===== src/rtl/gnt_arb_pkg.sv =====
// Shared types and defaults for the round-robin grant arbiter.
package gnt_arb_pkg;

  typedef enum logic [1:0] {
    IDLE    = 2'd0,
    GRANT   = 2'd1,
    RELEASE = 2'd2
  } arb_state_t;

  localparam int N_REQ_DEFAULT    = 4;
  localparam int MAX_HOLD_DEFAULT = 8;

  // Tenure counter width; a single-cycle limit still needs one bit.
  function automatic int cnt_width(input int max_hold);
    return (max_hold > 1) ? $clog2(max_hold) : 1;
  endfunction

endpackage


===== src/rtl/gnt_arbiter_rr_pick.sv =====
// Round-robin selector: first set request at or after ptr, wrapping.
module rr_pick #(
  parameter int N_REQ = 4,
  parameter int IW    = 2
) (
  input  logic [N_REQ-1:0] req,
  input  logic [IW-1:0]    ptr,
  output logic             found,
  output logic [IW-1:0]    idx
);

  logic [N_REQ-1:0] rot;
  logic [IW-1:0]    enc;
  logic [IW:0]      sum;

  // Rotate so ptr sits at bit 0, priority-encode, then rotate the index back.
  always_comb begin
    rot   = N_REQ'({req, req} >> ptr);
    found = |rot;
    enc   = '0;
    for (int k = N_REQ - 1; k >= 0; k--) begin
      if (rot[k]) enc = IW'(k);
    end
    sum = {1'b0, enc} + {1'b0, ptr};
    if (sum >= (IW+1)'(N_REQ)) sum = sum - (IW+1)'(N_REQ);
    idx = sum[IW-1:0];
  end

endmodule


===== src/rtl/gnt_arbiter.sv =====
// Round-robin arbiter with bounded tenure and a dead cycle between grants.
module gnt_arbiter
  import gnt_arb_pkg::*;
#(
  parameter int N_REQ    = N_REQ_DEFAULT,
  parameter int MAX_HOLD = MAX_HOLD_DEFAULT
) (
  input  logic                     clk,
  input  logic                     rst_n,
  input  logic                     en,
  input  logic [N_REQ-1:0]         req,
  output logic [N_REQ-1:0]         gnt,
  output logic [$clog2(N_REQ)-1:0] gnt_id,
  output logic                     busy,
  output logic                     hold_expired
);

  localparam int IW = $clog2(N_REQ);
  localparam int HW = cnt_width(MAX_HOLD);
  localparam logic [HW-1:0] HOLD_LAST = HW'(MAX_HOLD - 1);
  localparam logic [IW-1:0] ID_LAST   = IW'(N_REQ - 1);

  arb_state_t       state, state_n;
  logic [IW-1:0]    ptr, ptr_n;
  logic [HW-1:0]    hold_cnt, hold_cnt_n;
  logic [N_REQ-1:0] gnt_n;
  logic [IW-1:0]    gnt_id_n;
  logic             busy_n;
  logic             hexp_n;
  logic             pick_found;
  logic [IW-1:0]    pick_idx;
  logic             at_limit;

  rr_pick #(
    .N_REQ(N_REQ),
    .IW   (IW)
  ) u_pick (
    .req  (req),
    .ptr  (ptr),
    .found(pick_found),
    .idx  (pick_idx)
  );

  assign at_limit = (hold_cnt == HOLD_LAST);

  // Next-state and next-output logic; outputs are registered below.
  always_comb begin
    state_n    = state;
    ptr_n      = ptr;
    hold_cnt_n = hold_cnt;
    gnt_n      = gnt;
    gnt_id_n   = gnt_id;
    busy_n     = busy;
    hexp_n     = 1'b0;
    case (state)
      IDLE: begin
        if (en && pick_found) begin
          gnt_n      = N_REQ'(1) << pick_idx;
          gnt_id_n   = pick_idx;
          busy_n     = 1'b1;
          hold_cnt_n = '0;
          state_n    = GRANT;
        end
      end
      GRANT: begin
        // A limit hit wins over a simultaneous request drop.
        if (at_limit || !req[gnt_id]) begin
          gnt_n   = '0;
          busy_n  = 1'b0;
          hexp_n  = at_limit;
          ptr_n   = (gnt_id == ID_LAST) ? '0 : gnt_id + 1'b1;
          state_n = RELEASE;
        end else begin
          hold_cnt_n = hold_cnt + 1'b1;
        end
      end
      RELEASE: state_n = IDLE;
      default: state_n = IDLE;
    endcase
  end

  // State, pointer, counter and output registers with synchronous reset.
  always_ff @(posedge clk) begin
    if (!rst_n) begin
      state        <= IDLE;
      ptr          <= '0;
      hold_cnt     <= '0;
      gnt          <= '0;
      gnt_id       <= '0;
      busy         <= 1'b0;
      hold_expired <= 1'b0;
    end else begin
      state        <= state_n;
      ptr          <= ptr_n;
      hold_cnt     <= hold_cnt_n;
      gnt          <= gnt_n;
      gnt_id       <= gnt_id_n;
      busy         <= busy_n;
      hold_expired <= hexp_n;
    end
  end

endmodule

===== config.mk =====
export PLATFORM = sky130hd
export DESIGN_NAME = gnt_arbiter
export DESIGN_NICKNAME = d
export VERILOG_FILES = /design/src/rtl/gnt_arb_pkg.sv /design/src/rtl/gnt_arbiter_rr_pick.sv /design/src/rtl/gnt_arbiter.sv
export SDC_FILE = /design/constraint.sdc
export NUM_CORES = 1
export LEC_CHECK = 0
export ABC_CLOCK_PERIOD_IN_PS = 2500
export CAP_MARGIN = 40
export CORE_MARGIN = 2
export CORE_UTILIZATION = 46
export CTS_CLUSTER_DIAMETER = 200
export DETAILED_ROUTE_END_ITERATION = 8
export MAX_ROUTING_LAYER = met4
export PLACE_DENSITY_LB_ADDON = 0.1
export SETUP_SLACK_MARGIN = 0.1
export SKIP_LAST_GASP = 1
export SYNTH_ARGS = -nofsm -noshare
export SYNTH_HDL_FRONTEND = slang
export SYNTH_SLANG_ARGS = --single-unit
export TNS_END_PERCENT = 30

===== constraint.sdc =====
create_clock -name clk -period 2.5 [get_ports clk]
set_clock_uncertainty 0.2 [all_clocks]
set_input_delay 0.5 -clock clk [delete_from_list [all_inputs] [get_ports clk]]
set_output_delay 0.5 -clock clk [all_outputs]
set_load 0.01 [all_outputs]

# After elaboration in Yosys (flattened, before gate mapping)

Cells that the tools add are included.

Muxes and demuxes: 20
Add/sub/neg operators: 4
$lt $le $gt $ge: 2
Shift-type cells: 2
Reductions and logical operators: 12
Eq/ne operators: 6

Operators by type and width:

| kind                                                                 | number |
|---|---|
| 2-bit two-way mux                                                    | 8 |
| 3-bit AND reduction                                                  | 3 |
| 4-bit two-way mux                                                    | 2 |
| 4-bit case mux with 2 select lines                                   | 1 |
| 8-bit by 2-bit right shift with 4-bit output                         | 1 |
| 3-bit two-way mux                                                    | 2 |
| 2-bit != test, second input constant                                 | 3 |
| 3-bit case mux with 2 select lines                                   | 1 |
| 2-bit AND reduction                                                  | 3 |
| 2-bit case mux with 2 select lines                                   | 1 |
| 4-bit OR reduction                                                   | 1 |
| 1-bit by 2-bit left shift with 4-bit output, first input constant    | 1 |
| 2-bit by 2-bit adder with 3-bit output                               | 1 |
| 3-bit by 1-bit adder with 3-bit output, second input constant        | 1 |
| 3-bit == test, second input constant                                 | 1 |
| 3-bit >= comparator, second input constant                           | 1 |
| 2-bit by 3-bit < comparator with 1-bit output, second input constant | 1 |
| 1-bit two-way mux                                                    | 3 |
| 2-bit by 1-bit adder with 2-bit output, second input constant        | 1 |
| 1-bit binary-select mux with 2-bit select                            | 1 |
| 2-bit by 1-bit == test with 1-bit output, second input constant      | 1 |
| 2-bit == test, second input constant                                 | 1 |
| 2-bit zero test                                                      | 1 |
| 1-bit case mux with 2 select lines                                   | 1 |
| other kinds (5)                                                      | 5 |

Output and inout bits: 8
Bits of input ports: 7
Logic and storage cells: 53
Flip-flop bits (word level): 15

# Depth between registers and ports, before layout

Gate-level depths: netlist of the first run.

Depth after elaboration: 11
Depth in mapped cells: 8
Mapped depth without buffers: 8

# By module

Synthesis of the first run repeated with hierarchy kept, for this count alone.

Cell total of the unflattened synthesis: 94
Area, all modules: 857.1 µm²

By module, submodules not included:

| module      | sequential area each (µm²) | area each (µm²) | instances | cells an instance |
|---|---|---|---|---|
| gnt_arbiter | 300.3                      | 676.9           | 1         | 71 |
| rr_pick     | 0.0                        | 180.2           | 1         | 23 |

# Worst setup path after synthesis of the first run

No wires, ideal clock.

Path type: input to register
Start point: in req[2]
End point: reg gnt[0]
Stages: 7
Arrival time: 1.845 ns
Path buffers: 1
Path slack: 0.338 ns
Setup time: 0.117 ns
Data required time: 2.183 ns
Cell sequence: buf_6 > or4_1 > o211ai_1 > ha_1 > xnor2_1 > xnor2_2 > a22o_1

Cells in the longest elaborated chain, start to end: 11
Elaborated cells between the ends (all ways): 21
Those cells by class: add/sub: 2; order compare: 1; eq/ne: 2; shift: 2; mux: 9; reduce/logical: 5

Ends and longest elaborated chain:

| what                                                                               | RTL line                  | source |
|---|---|---|
| start, declared                                                                    | gnt_arbiter.sv:11         | `input logic [N_REQ-1:0] req,` |
| 8-bit by 2-bit right shift with 4-bit output                                       | gnt_arbiter_rr_pick.sv:18 | `rot = N_REQ'({req, req} >> ptr);` |
| 2-bit two-way mux (4 in a row)                                                     | gnt_arbiter_rr_pick.sv:22 | `if (rot[k]) enc = IW'(k);` |
| 2-bit by 2-bit adder with 3-bit output                                             | gnt_arbiter_rr_pick.sv:24 | `sum = {1'b0, enc} + {1'b0, ptr};` |
| 3-bit >= comparator or 2-bit by 1-bit subtractor with 2-bit output (tied branches) | gnt_arbiter_rr_pick.sv:25 | `if (sum >= (IW+1)'(N_REQ)) sum = sum - (IW+1)'(N_REQ);` |
| 2-bit two-way mux                                                                  | gnt_arbiter_rr_pick.sv:25 |  |
| 1-bit by 2-bit left shift with 4-bit output                                        | gnt_arbiter.sv:58         | `gnt_n = N_REQ'(1) << pick_idx;` |
| 4-bit two-way mux                                                                  | gnt_arbiter.sv:57         | `if (en && pick_found) begin` |
| 4-bit case mux with 2 select lines                                                 | gnt_arbiter.sv:55         | `case (state)` |
| end signal, assigned                                                               | gnt_arbiter.sv:96         | `gnt <= gnt_n;` |
| end, declared                                                                      | gnt_arbiter.sv:12         | `output logic [N_REQ-1:0] gnt,` |

Parallel ways exist; a longest one is shown, timed or not. The select of a mux whose other input is x is not followed.
A chain may end at the register's enable or synchronous reset.

# Worst setup path after layout of the first run

Start point: in req[2]
End point: reg gnt_id[1]

Cells in the longest elaborated chain, start to end: 8
Elaborated cells between the ends (all ways): 12
Those cells by class: add/sub: 2; order compare: 1; shift: 1; mux: 5; reduce/logical: 3

Ends and longest elaborated chain:

| what                                                                               | RTL line                  | source |
|---|---|---|
| 8-bit by 2-bit right shift with 4-bit output *                                     | gnt_arbiter_rr_pick.sv:18 |  |
| 2-bit two-way mux (4 in a row)                                                     | gnt_arbiter_rr_pick.sv:22 |  |
| 2-bit by 2-bit adder with 3-bit output                                             | gnt_arbiter_rr_pick.sv:24 |  |
| 3-bit >= comparator or 2-bit by 1-bit subtractor with 2-bit output (tied branches) | gnt_arbiter_rr_pick.sv:25 |  |
| 2-bit two-way mux                                                                  | gnt_arbiter_rr_pick.sv:25 |  |
| end signal, assigned                                                               | gnt_arbiter.sv:97         | `gnt_id <= gnt_id_n;` |
| end, declared                                                                      | gnt_arbiter.sv:13         | `output logic [$clog2(N_REQ)-1:0] gnt_id,` |

Mark *: on every way between the ends. The rest lies on a longest branch, timed or not.

==> run_results.csv, run 1 <==
group,metric,value,unit
drt,drt_iter0_drc,8,
cts,h-tree-depth,1,
yosys,yosys.area.top_type,"dfxtp_1",
yosys,synthDistinctLibCells,39,
yosys,syn_nets,101,
drt,drc,0,
critical_path,crit_path_top_delay_cell,"or4_1",
critical_path,regToRegSetupSlack,0.35,ns
hold_path,hold_start,"gnt[2]",
grt,grt_pass1_vias,729,
placed_design,place.gp.congestion,0.816,
hold_path,holdCritPathClass,"reg2reg",
floorplan,die_height,48.2,um
run_status,status,"complete, no violations",
yosys,synthMostInstantiatedCell,"dfxtp_1",
power_and_ir_drop,report.power.total,599,uW
drt,first_pass_iters,4,
grt,grt.overflow.total,0,
cts,cts_tree,"done",
yosys,synth_edf_count,0,
critical_path,r2r_start,"ptr[0]",
drt,highest_layer,"met4",
floorplan,start_util,0.504,
drt,via_count,757,
critical_path,arrival,2.26,ns
yosys,synth_ff_type,"dfxtp_1",
sta,period_needed,2.29,ns
drt,drtAntennaViolNets,0,
sta,fin_hold_ws,0.278,ns
grt,antenna_found_initial,0,
cts,numCtsBuffers,3,
power_and_ir_drop,vdd_ir_drop_max,373,uV
critical_path,crit_top_cell,"xnor2_2",
critical_path,crit_fanout,5,
grt,grt_pass1_wl,3030,um
yosys,ys_ff_latch,15,
placed_design,hpwl,1350,um
power_and_ir_drop,power_frac_seq,0.467,
power_and_ir_drop,p_switching,186,uW
yosys,ys_warn_count,0,
drt,finalWirelength,1790,um
floorplan,design.core.area,1780,um2
power_and_ir_drop,clkPwrFrac,0.235,
floorplan,ios,15,
yosys,yosysTopAreaCellShare,0.334,
drt,wl_met1,815,um
yosys,synth_common_cells,"15 x dfxtp_1, 10 x nor2_1, 6 x mux2i_1",
drt,wl_per_cell,12.7,um
critical_path,crit_family,"simple AND/OR/NAND/NOR gates",
floorplan,core.rowCount,15,
finish,drive_gt1_frac,0.241,
cts,cts_root_buffer,"clkbuf_4",
yosys,async_flop_share,0,
critical_path,worst-path-buf-inv,1,
yosys,synth-compound-area-share,0.235,
finish,diodes,0,
yosys,syn_area,898,um2
yosys,synthTopCellsByArea,"dfxtp_1 33%, mux2i_1 6.7%, ha_1 5.6%, nor2_1 4.2%, nor3_4 3.6%",
power_and_ir_drop,intPower,413,uW
yosys,synthMuxAreaShare,0.0669,
sta,fin_crit_sh,0.915,
placed_design,port_buffers,14,
power_and_ir_drop,comb_power_share,0.298,
power_and_ir_drop,power_density,504,nW/um2
sta,setup_viol,0,
cts,cts-hold-fix-buffers,0,
critical_path,crit_type,"in2reg",
cts,clk_pin_slew,0.10,ns
yosys,synthCells,90,
sta,relSlewSlack,0.661,
yosys,seq_area_frac_synth,0.334,
sta,fmax,0.437,GHz
floorplan,die_w,48.2,um
sta,drv_slew,0,
sta,rsz0062_at_grt,"no",
yosys,synth-xor-area-share,0.0279,
floorplan,die_area,2320,um2
cts,cts.sinks,15,
power_and_ir_drop,p_leak,0.000488,uW
yosys,synth-simple-area-share,0.237,
critical_path,crit_chain,"clkdlybuf4s50_1, or4_1, o211ai_1, ha_2, xnor2_2, xnor2_2, a21oi_1",
grt,grt_max_degree,18,
drt,wl_met2,907,um
critical_path,critPathRequiredTime,2.47,ns
sta,worst_pin_slew,0.507,ns
cts,clkLatencyLatePin,0.29,ns
critical_path,max_stage_delay,0.51,ns
yosys,synth_fa_ha_area_frac,0.0557,
finish,nFillCells,150,
yosys,synth_top_family_by_area,"simple AND/OR/NAND/NOR gates",
finish,finalNetCount,128,
critical_path,crit_path_start_kind,"input port",
grt,grtUsageTotal,0.195,
critical_path,endpoint_kind,"register",
cts,clockBufferDepth,2,
power_and_ir_drop,swShare,0.311,
yosys,postSynthAreaPerCell,9.98,um2
finish,area_growth_syn_to_layout,32.3,%
run,cap_violations,0,
drt,wl_met3,56,um
critical_path,crit_start,"req[2]",
drt,vias_per_cell,5.37,
sta,hold_viol,0,
## placed cells by master, fill, tap and decap left out, types with 2 or more instances in the layout
cell and instances:
dfxtp_1 15, buf_4 12, clkdlybuf4s50_1 11, nor2_1 10, mux2i_1 6, nor2b_1 4
inv_1 3, a21oi_1 3, nand2_1 3, nand2b_1 3, ha_1 3, clkbuf_4 3
dlymetal6s2s_1 3, nand3_1 2, o211ai_1 2, nor3_4 2, xnor2_2 2, o2bb2ai_1 2
and3_1 2, a22o_1 2, nor3b_1 2, o21a_1 2, a32o_1 2
## power by group through the flow
stage	Sequential, uW	Combinational [uW]	Clock (uW)
after floorplan	282	109	0
after global placement	283	171	0
after detailed placement	284	176	0
after CTS	278	177	145
after global routing	283	197	155
final	279	179	141
## kinds of logic (layout without fill, tap and decap cells)
kind of cell             after synthesis  after routing
AND/OR/NAND/NOR                       34             34
flip-flops                            15             15
multiplexers                           6              6
buffers and inverters                  7             33
AO/OA/AOI/OAI                         22             22
XOR/XNOR                               2              2
adder cells (fa/ha/maj)                4              4
## metal layers
layer / vias up / track usage
met1: 363 / 0.212
met4: 0 / 0.0486
met5: - / -
li1: 384 / -
met3: 2 / 0.0667
met2: 8 / 0.339
## final timing paths
path,end,cells after the start
worst max-delay path,gnt_id[1],7
worst min-delay path,gnt[2],1
worst max register to register,gnt_id[1],6
worst min register to register,gnt[2],1
## timing repair
item / 4_1_cts / 5_1_grt
hold endpoints to repair: 0 / 0
buffers inserted: 0 / 0
endpoints found under the setup margin: 0 / 5
gates resized for setup: 0 / 7
## cell type report
class                           count  area [um2]  area share
Sequential cell                    15         300       0.253
Clock inverter                      1        5.00     0.00421
Tap cell                           25        31.3      0.0263
Clock buffer                        3        22.5      0.0189
Inverter                            3        11.3     0.00947
Multi-Input combinational cell     68         581       0.488
Timing Repair Buffer               26         238       0.200
## metrics by stage
step	setup TNS [ns]	utilization	cell area, um2	std cells	setup slack [ns]
floorplan	0	-	898	90	0.338
finish	0	0.667	1190	141	0.212
global placement	-0.439	0.635	1130	137	-0.117
global route	0	0.667	1190	141	0.115
detailed placement	-0.568	0.635	1130	137	-0.143
CTS	0	0.651	1160	141	0.168
## sequential cells by signal (all words and copies together), names as in the netlist
signal / cells
busy: 1
state: 2
ptr: 2
gnt: 4
hold_expired: 1
hold_cnt: 3
gnt_id: 2
## worst register-to-register path: cells and delay by family (launching register included)
kind                     cells  cell delay [ns]
XOR/XNOR                     2             0.35
AO/OA/AOI/OAI                2             0.22
adder cells (fa/ha/maj)      1             0.23
flip-flops                   1             0.47
AND/OR/NAND/NOR              1             0.57
No activity file was read; power rests on OpenSTA's default activity.
==> run 2: changes to the inputs <==
RECOVER_POWER = 25   (was unset)
==> run 2 against run 1 <==
Net effect: maximum frequency barely moved; wire length is essentially flat; count of clock-buffer cells in the layout stayed put; worst hold slack worse by 0.0034 ns; sequential share of layout area did not move; critical path depth unchanged; total power down 0.34%; non-clock buffer count unchanged; die area unchanged; clock power about the same; combinational power hardly changed.
==> run_results.csv, run 2 (synthesis gave the netlist of run 1 again) <==
group,metric,value,unit
finish,final_common_cell,"dfxtp_1",
floorplan,die_w,48.2,um
sta,relSlewSlack,0.660,
floorplan,ios,15,
critical_path,endpoint_kind,"register",
sta,layout_setup_ws,0.212,ns
sta,hold_viol,0,
drt,first_pass_iters,4,
cts,cts_tree,"done",
power_and_ir_drop,power_frac_seq,0.468,
run_status,status,"complete, no violations",
grt,grt.overflow.total,0,
power_and_ir_drop,p_leak,0.000503,uW
placed_design,place.gp.congestion,0.816,
drt,vias_per_cell,5.38,
floorplan,start_util,0.504,
drt,finalWirelength,1800,um
cts,clk_pin_slew,0.10,ns
floorplan,die_height,48.2,um
finish,largest_registers,"gnt x4, hold_cnt x3",
finish,area_growth_syn_to_layout,32.3,%
finish,stdcell_count,141,
critical_path,crit_fanout,5,
sta,fin_crit_sh,0.915,
critical_path,crit_type,"in2reg",
cts,cts_root_buffer,"clkbuf_4",
power_and_ir_drop,p_switching,186,uW
drt,drt_iter0_drc,5,
finish,nFillCells,150,
floorplan,design.core.area,1780,um2
grt,grt_pass1_vias,729,
placed_design,dp_worst_setup_slack,-0.143,ns
sta,worst_pin_slew,0.508,ns
critical_path,arrival,2.26,ns
finish,drive_gt1_frac,0.241,
placed_design,dpl-instance-area,1130,um2
placed_design,port_buffers,14,
grt,antenna_found_initial,0,
power_and_ir_drop,intPower,411,uW
cts,cts.sinks,15,
drt,via_count,758,
floorplan,core.rowCount,15,
finish,fin_area,1190,um2
sta,setup_viol,0,
floorplan,die_area,2320,um2
drt,drc,0,
power_and_ir_drop,comb_power_share,0.296,
drt,drtAntennaViolNets,0,
cts,cts_setup_buffers,0,
critical_path,critPathRequiredTime,2.47,ns
critical_path,crit_path_start_kind,"input port",
hold_path,holdCritPathClass,"reg2reg",
sta,drv_slew,0,
drt,wl_per_cell,12.7,um
run,cap_violations,0,
grt,grt_max_degree,18,
cts,clockBufferDepth,2,
placed_design,hpwl,1350,um
cts,h-tree-depth,1,
finish,top_register,"gnt",
cts,numCtsBuffers,3,
grt,grtUsageTotal,0.195,
power_and_ir_drop,vdd_ir_drop_max,372,uV
sta,setup_tns,0,ns
power_and_ir_drop,report.power.total,597,uW
cts,cts_resized,0,
placed_design,dp_cells,137,
power_and_ir_drop,clkPwrFrac,0.236,
sta,rsz0062_at_grt,"no",
grt,grt_pass1_wl,3030,um
finish,final_cell_mix,"15 x dfxtp_1, 12 x buf_4, 10 x nor2_1, 6 x mux2i_1, 6 x clkdlybuf4s50_1",
power_and_ir_drop,swShare,0.312,
sta,fmax,0.437,GHz
sta,period_needed,2.29,ns
finish,finalNetCount,128,
cts,cts-hold-fix-buffers,0,
cts,clkLatencyLatePin,0.29,ns
finish,diodes,0,
finish,largest_reg_flops,4,
power_and_ir_drop,power_density,502,nW/um2
-- run 2: cell types whose count changed in the layout (fill, tap and decap cells not counted) --
cell	before	now
dlygate4sd3_1	0	5
clkdlybuf4s50_1	11	6
-- run 2: layout make-up --
cell class / instances / area [um2] / share of cell area
clock buffer: 3 / 22.5 / 0.0189
clock inverter: 1 / 5.00 / 0.00421
inverter: 3 / 11.3 / 0.00947
multi-input combinational: 68 / 581 / 0.488
sequential: 15 / 300 / 0.253
tap: 25 / 31.3 / 0.0263
timing repair buffer: 26 / 238 / 0.200
-- run 2: path summary, 6_finish.rpt --
kind           from   endpoint  slack (ns)  cells past startpoint
min reg2reg  gnt[3]     gnt[3]        0.27                      1
max reg2reg  ptr[0]  gnt_id[1]        0.35                      6
max          req[2]  gnt_id[1]        0.21                      7
min          gnt[3]     gnt[3]        0.27                      1
-- run 2: through the flow --
step	util	hold slack, ns
floorplan	-	0.246
global placement	0.635	0.250
detailed placement	0.635	0.250
CTS	0.651	0.276
global route	0.667	0.296
finish	0.667	0.275
-- run 2: power groups by stage --
stage | clock [uW] | combinational (uW) | sequential (uW)
after detailed placement | 0 | 176 | 284
after global placement | 0 | 171 | 283
after global routing | 155 | 196 | 283
after CTS | 145 | 177 | 278
final | 141 | 177 | 279
after floorplan | 0 | 109 | 282
-- run 2: critical path: stages --
cell and delay (ns):
clkdlybuf4s50_1 0.45, or4_1 0.51, o211ai_1 0.11, ha_2 0.23, xnor2_2 0.08, xnor2_2 0.27, a21oi_1 0.11
-- run 2: per-layer routing --
metal,routed length (um),track usage
met1,816,0.212
met2,907,0.339
met3,56,0.0667
met4,14,0.0486
met5,0,-
==> run 3: changes to the inputs <==
CAP_MARGIN = unset   (was 40)
REMOVE_ABC_BUFFERS = 1   (was unset)
SYNTH_HIERARCHICAL = 1   (was unset)
==> run 3 against run 2 <==
Net effect: count of clock-buffer cells in the layout up 1; largest power group unchanged; synthesized area down 4.6%; register-to-register slack lost 0.07 ns; sequential cell count stayed put; setup slack worse by 0.00072 ns; global-route usage increased by 1.7 points; combinational power fell by 5%; first-iteration DRC count down 60%; maximum frequency about the same.
==> run_results.csv, run 3 <==
group,metric,value,unit
cts,cts_root_buffer,"clkbuf_4",
sta,worst_pin_slew,0.837,ns
yosys,postSynthAreaPerCell,9.12,um2
grt,grt_pass1_wl,3090,um
power_and_ir_drop,vdd_ir_drop_max,341,uV
drt,finalWirelength,1930,um
finish,top_register,"gnt",
cts,clockBufferDepth,2,
finish,multi_input_area,548,um2
sta,period_needed,2.29,ns
floorplan,die_w,47.2,um
yosys,synthMostInstantiatedCell,"dfxtp_1",
yosys,syn_area,857,um2
power_and_ir_drop,report.power.total,577,uW
critical_path,crit_type,"in2reg",
grt,grtUsageTotal,0.212,
placed_design,dp_cells,145,
sta,drv_slew,0,
finish,fin_area,1170,um2
power_and_ir_drop,p_switching,172,uW
floorplan,start_util,0.491,
drt,drt_iter0_drc,2,
finish,nFillCells,159,
placed_design,hpwl,1480,um
yosys,synth_edf_count,0,
floorplan,die_height,47.2,um
critical_path,crit_fanout,4,
floorplan,die_area,2220,um2
yosys,yosysTopAreaCellShare,0.350,
finish,area_growth_syn_to_layout,36.9,%
cts,clk_pin_slew,0.09,ns
yosys,synthDistinctLibCells,36,
hold_path,holdCritPathClass,"reg2reg",
power_and_ir_drop,swShare,0.299,
sta,fmax,0.437,GHz
yosys,async_flop_share,0,
drt,drtAntennaViolNets,0,
finish,largest_registers,"gnt x4, hold_cnt x3",
finish,finalNetCount,137,
sta,fin_crit_sh,0.916,
finish,seq_area,300,um2
sta,setup_viol,0,
sta,rsz0062_at_grt,"no",
drt,via_count,794,
yosys,synth_common_cells,"15 x dfxtp_1, 10 x nand2_1, 9 x nand3_1",
cts,h-tree-depth,1,
critical_path,crit_path_start_kind,"input port",
sta,relSlewSlack,0.442,
power_and_ir_drop,p_leak,0.000516,uW
power_and_ir_drop,power_density,492,nW/um2
critical_path,arrival,2.31,ns
critical_path,endpoint_kind,"register",
drt,wl_per_cell,12.9,um
yosys,seq_area_frac_synth,0.350,
power_and_ir_drop,comb_power_share,0.291,
finish,stdcell_count,150,
critical_path,critPathRequiredTime,2.52,ns
yosys,synthTopCellsByArea,"dfxtp_1 35%, mux2i_1 7.0%, ha_1 5.8%, nand3_1 5.3%, nand2_1 4.4%",
floorplan,core.rowCount,15,
drt,first_pass_iters,4,
finish,drive_gt1_frac,0.240,
placed_design,port_buffers,14,
cts,numCtsBuffers,3,
cts,clkLatencyLatePin,0.29,ns
drt,drc,0,
sta,hold_viol,0,
yosys,ys_warn_count,6,
sta,fin_hold_ws,0.262,ns
power_and_ir_drop,intPower,405,uW
yosys,yosys.area.top_type,"dfxtp_1",
floorplan,ios,15,
run,cap_violations,0,
yosys,ys_ff_latch,15,
finish,diodes,0,
power_and_ir_drop,power_frac_seq,0.466,
run_status,status,"complete, no violations",
grt,grt.overflow.total,0,
placed_design,place.gp.congestion,0.824,
power_and_ir_drop,clkPwrFrac,0.243,
grt,antenna_found_initial,0,
finish,final_cell_mix,"15 x dfxtp_1, 15 x buf_4, 10 x nand2_1, 9 x nand3_1, 7 x clkdlybuf4s50_1",
cts,cts_tree,"done",
placed_design,dpl-instance-area,1130,um2
grt,grt_pass1_vias,696,
grt,grt_max_degree,23,
cts,cts.sinks,15,
yosys,synthCells,94,
yosys,synth_ff_type,"dfxtp_1",
finish,largest_reg_flops,4,
drt,vias_per_cell,5.29,
floorplan,design.core.area,1750,um2
-- run 3: final timing paths --
kind / startpoint / end / slack (ns) / depth (start not counted)
max reg2reg: ptr[1] / gnt[2] / 0.28 / 10
min reg2reg: gnt[0] / gnt[0] / 0.26 / 2
min: gnt[0] / gnt[0] / 0.26 / 2
max: req[3] / hold_cnt[1] / 0.21 / 7
-- run 3: per-layer routing --
layer | track usage | routed length (um) | up-vias
li1 | - | - | 413
met1 | 0.277 | 999 | 361
met2 | 0.310 | 842 | 16
met3 | 0.0692 | 67 | 4
met4 | 0.0667 | 22 | 0
met5 | - | 0 | -
-- run 3: critical path: stages --
cell             delay (ns)
clkdlybuf4s50_1        0.47
buf_4                  0.17
or4_1                  0.57
nand3_1                0.18
buf_4                  0.16
nand3_1                0.07
mux2i_1                0.18
-- run 3: power groups by stage --
stage | logic, uW | clock network, uW | registers [uW]
3_5_place_dp | 165 | 0 | 275
4_1_cts | 169 | 145 | 269
5_1_grt | 184 | 156 | 272
3_3_place_gp | 162 | 0 | 274
6_report | 168 | 140 | 269
2_1_floorplan | 81.4 | 0 | 276
-- run 3: cell families after synthesis --
family / synth area share
simple gates: 0.285
compound gates: 0.177
flops: 0.350
mux: 0.0876
buf+inv: 0.0219
fa+ha+maj: 0.0584
xor+xnor: 0.0204
-- run 3: timing repair --
item	CTS	global route
gates resized for setup	1	5
endpoints found under the setup margin	2	7
pin swaps	1	3
setup buffers	1	0
hold buffers	0	0
-- run 3: metrics by stage --
step / util / setup TNS, ns / setup WS [ns]
after CTS: 0.666 / 0 / 0.114
after floorplan: - / 0 / 0.455
after detailed placement: 0.647 / -1.67 / -0.265
after global placement: 0.647 / -0.900 / -0.120
final: 0.672 / 0 / 0.211
after global routing: 0.672 / 0 / 0.0844
-- run 3: area by class of cell --
cell class	instances	area share
clock buffers	4	0.0224
inverters	2	0.00640
multi-input cells	74	0.467
flip-flops and latches	15	0.256
well taps	25	0.0267
repair buffers	30	0.222
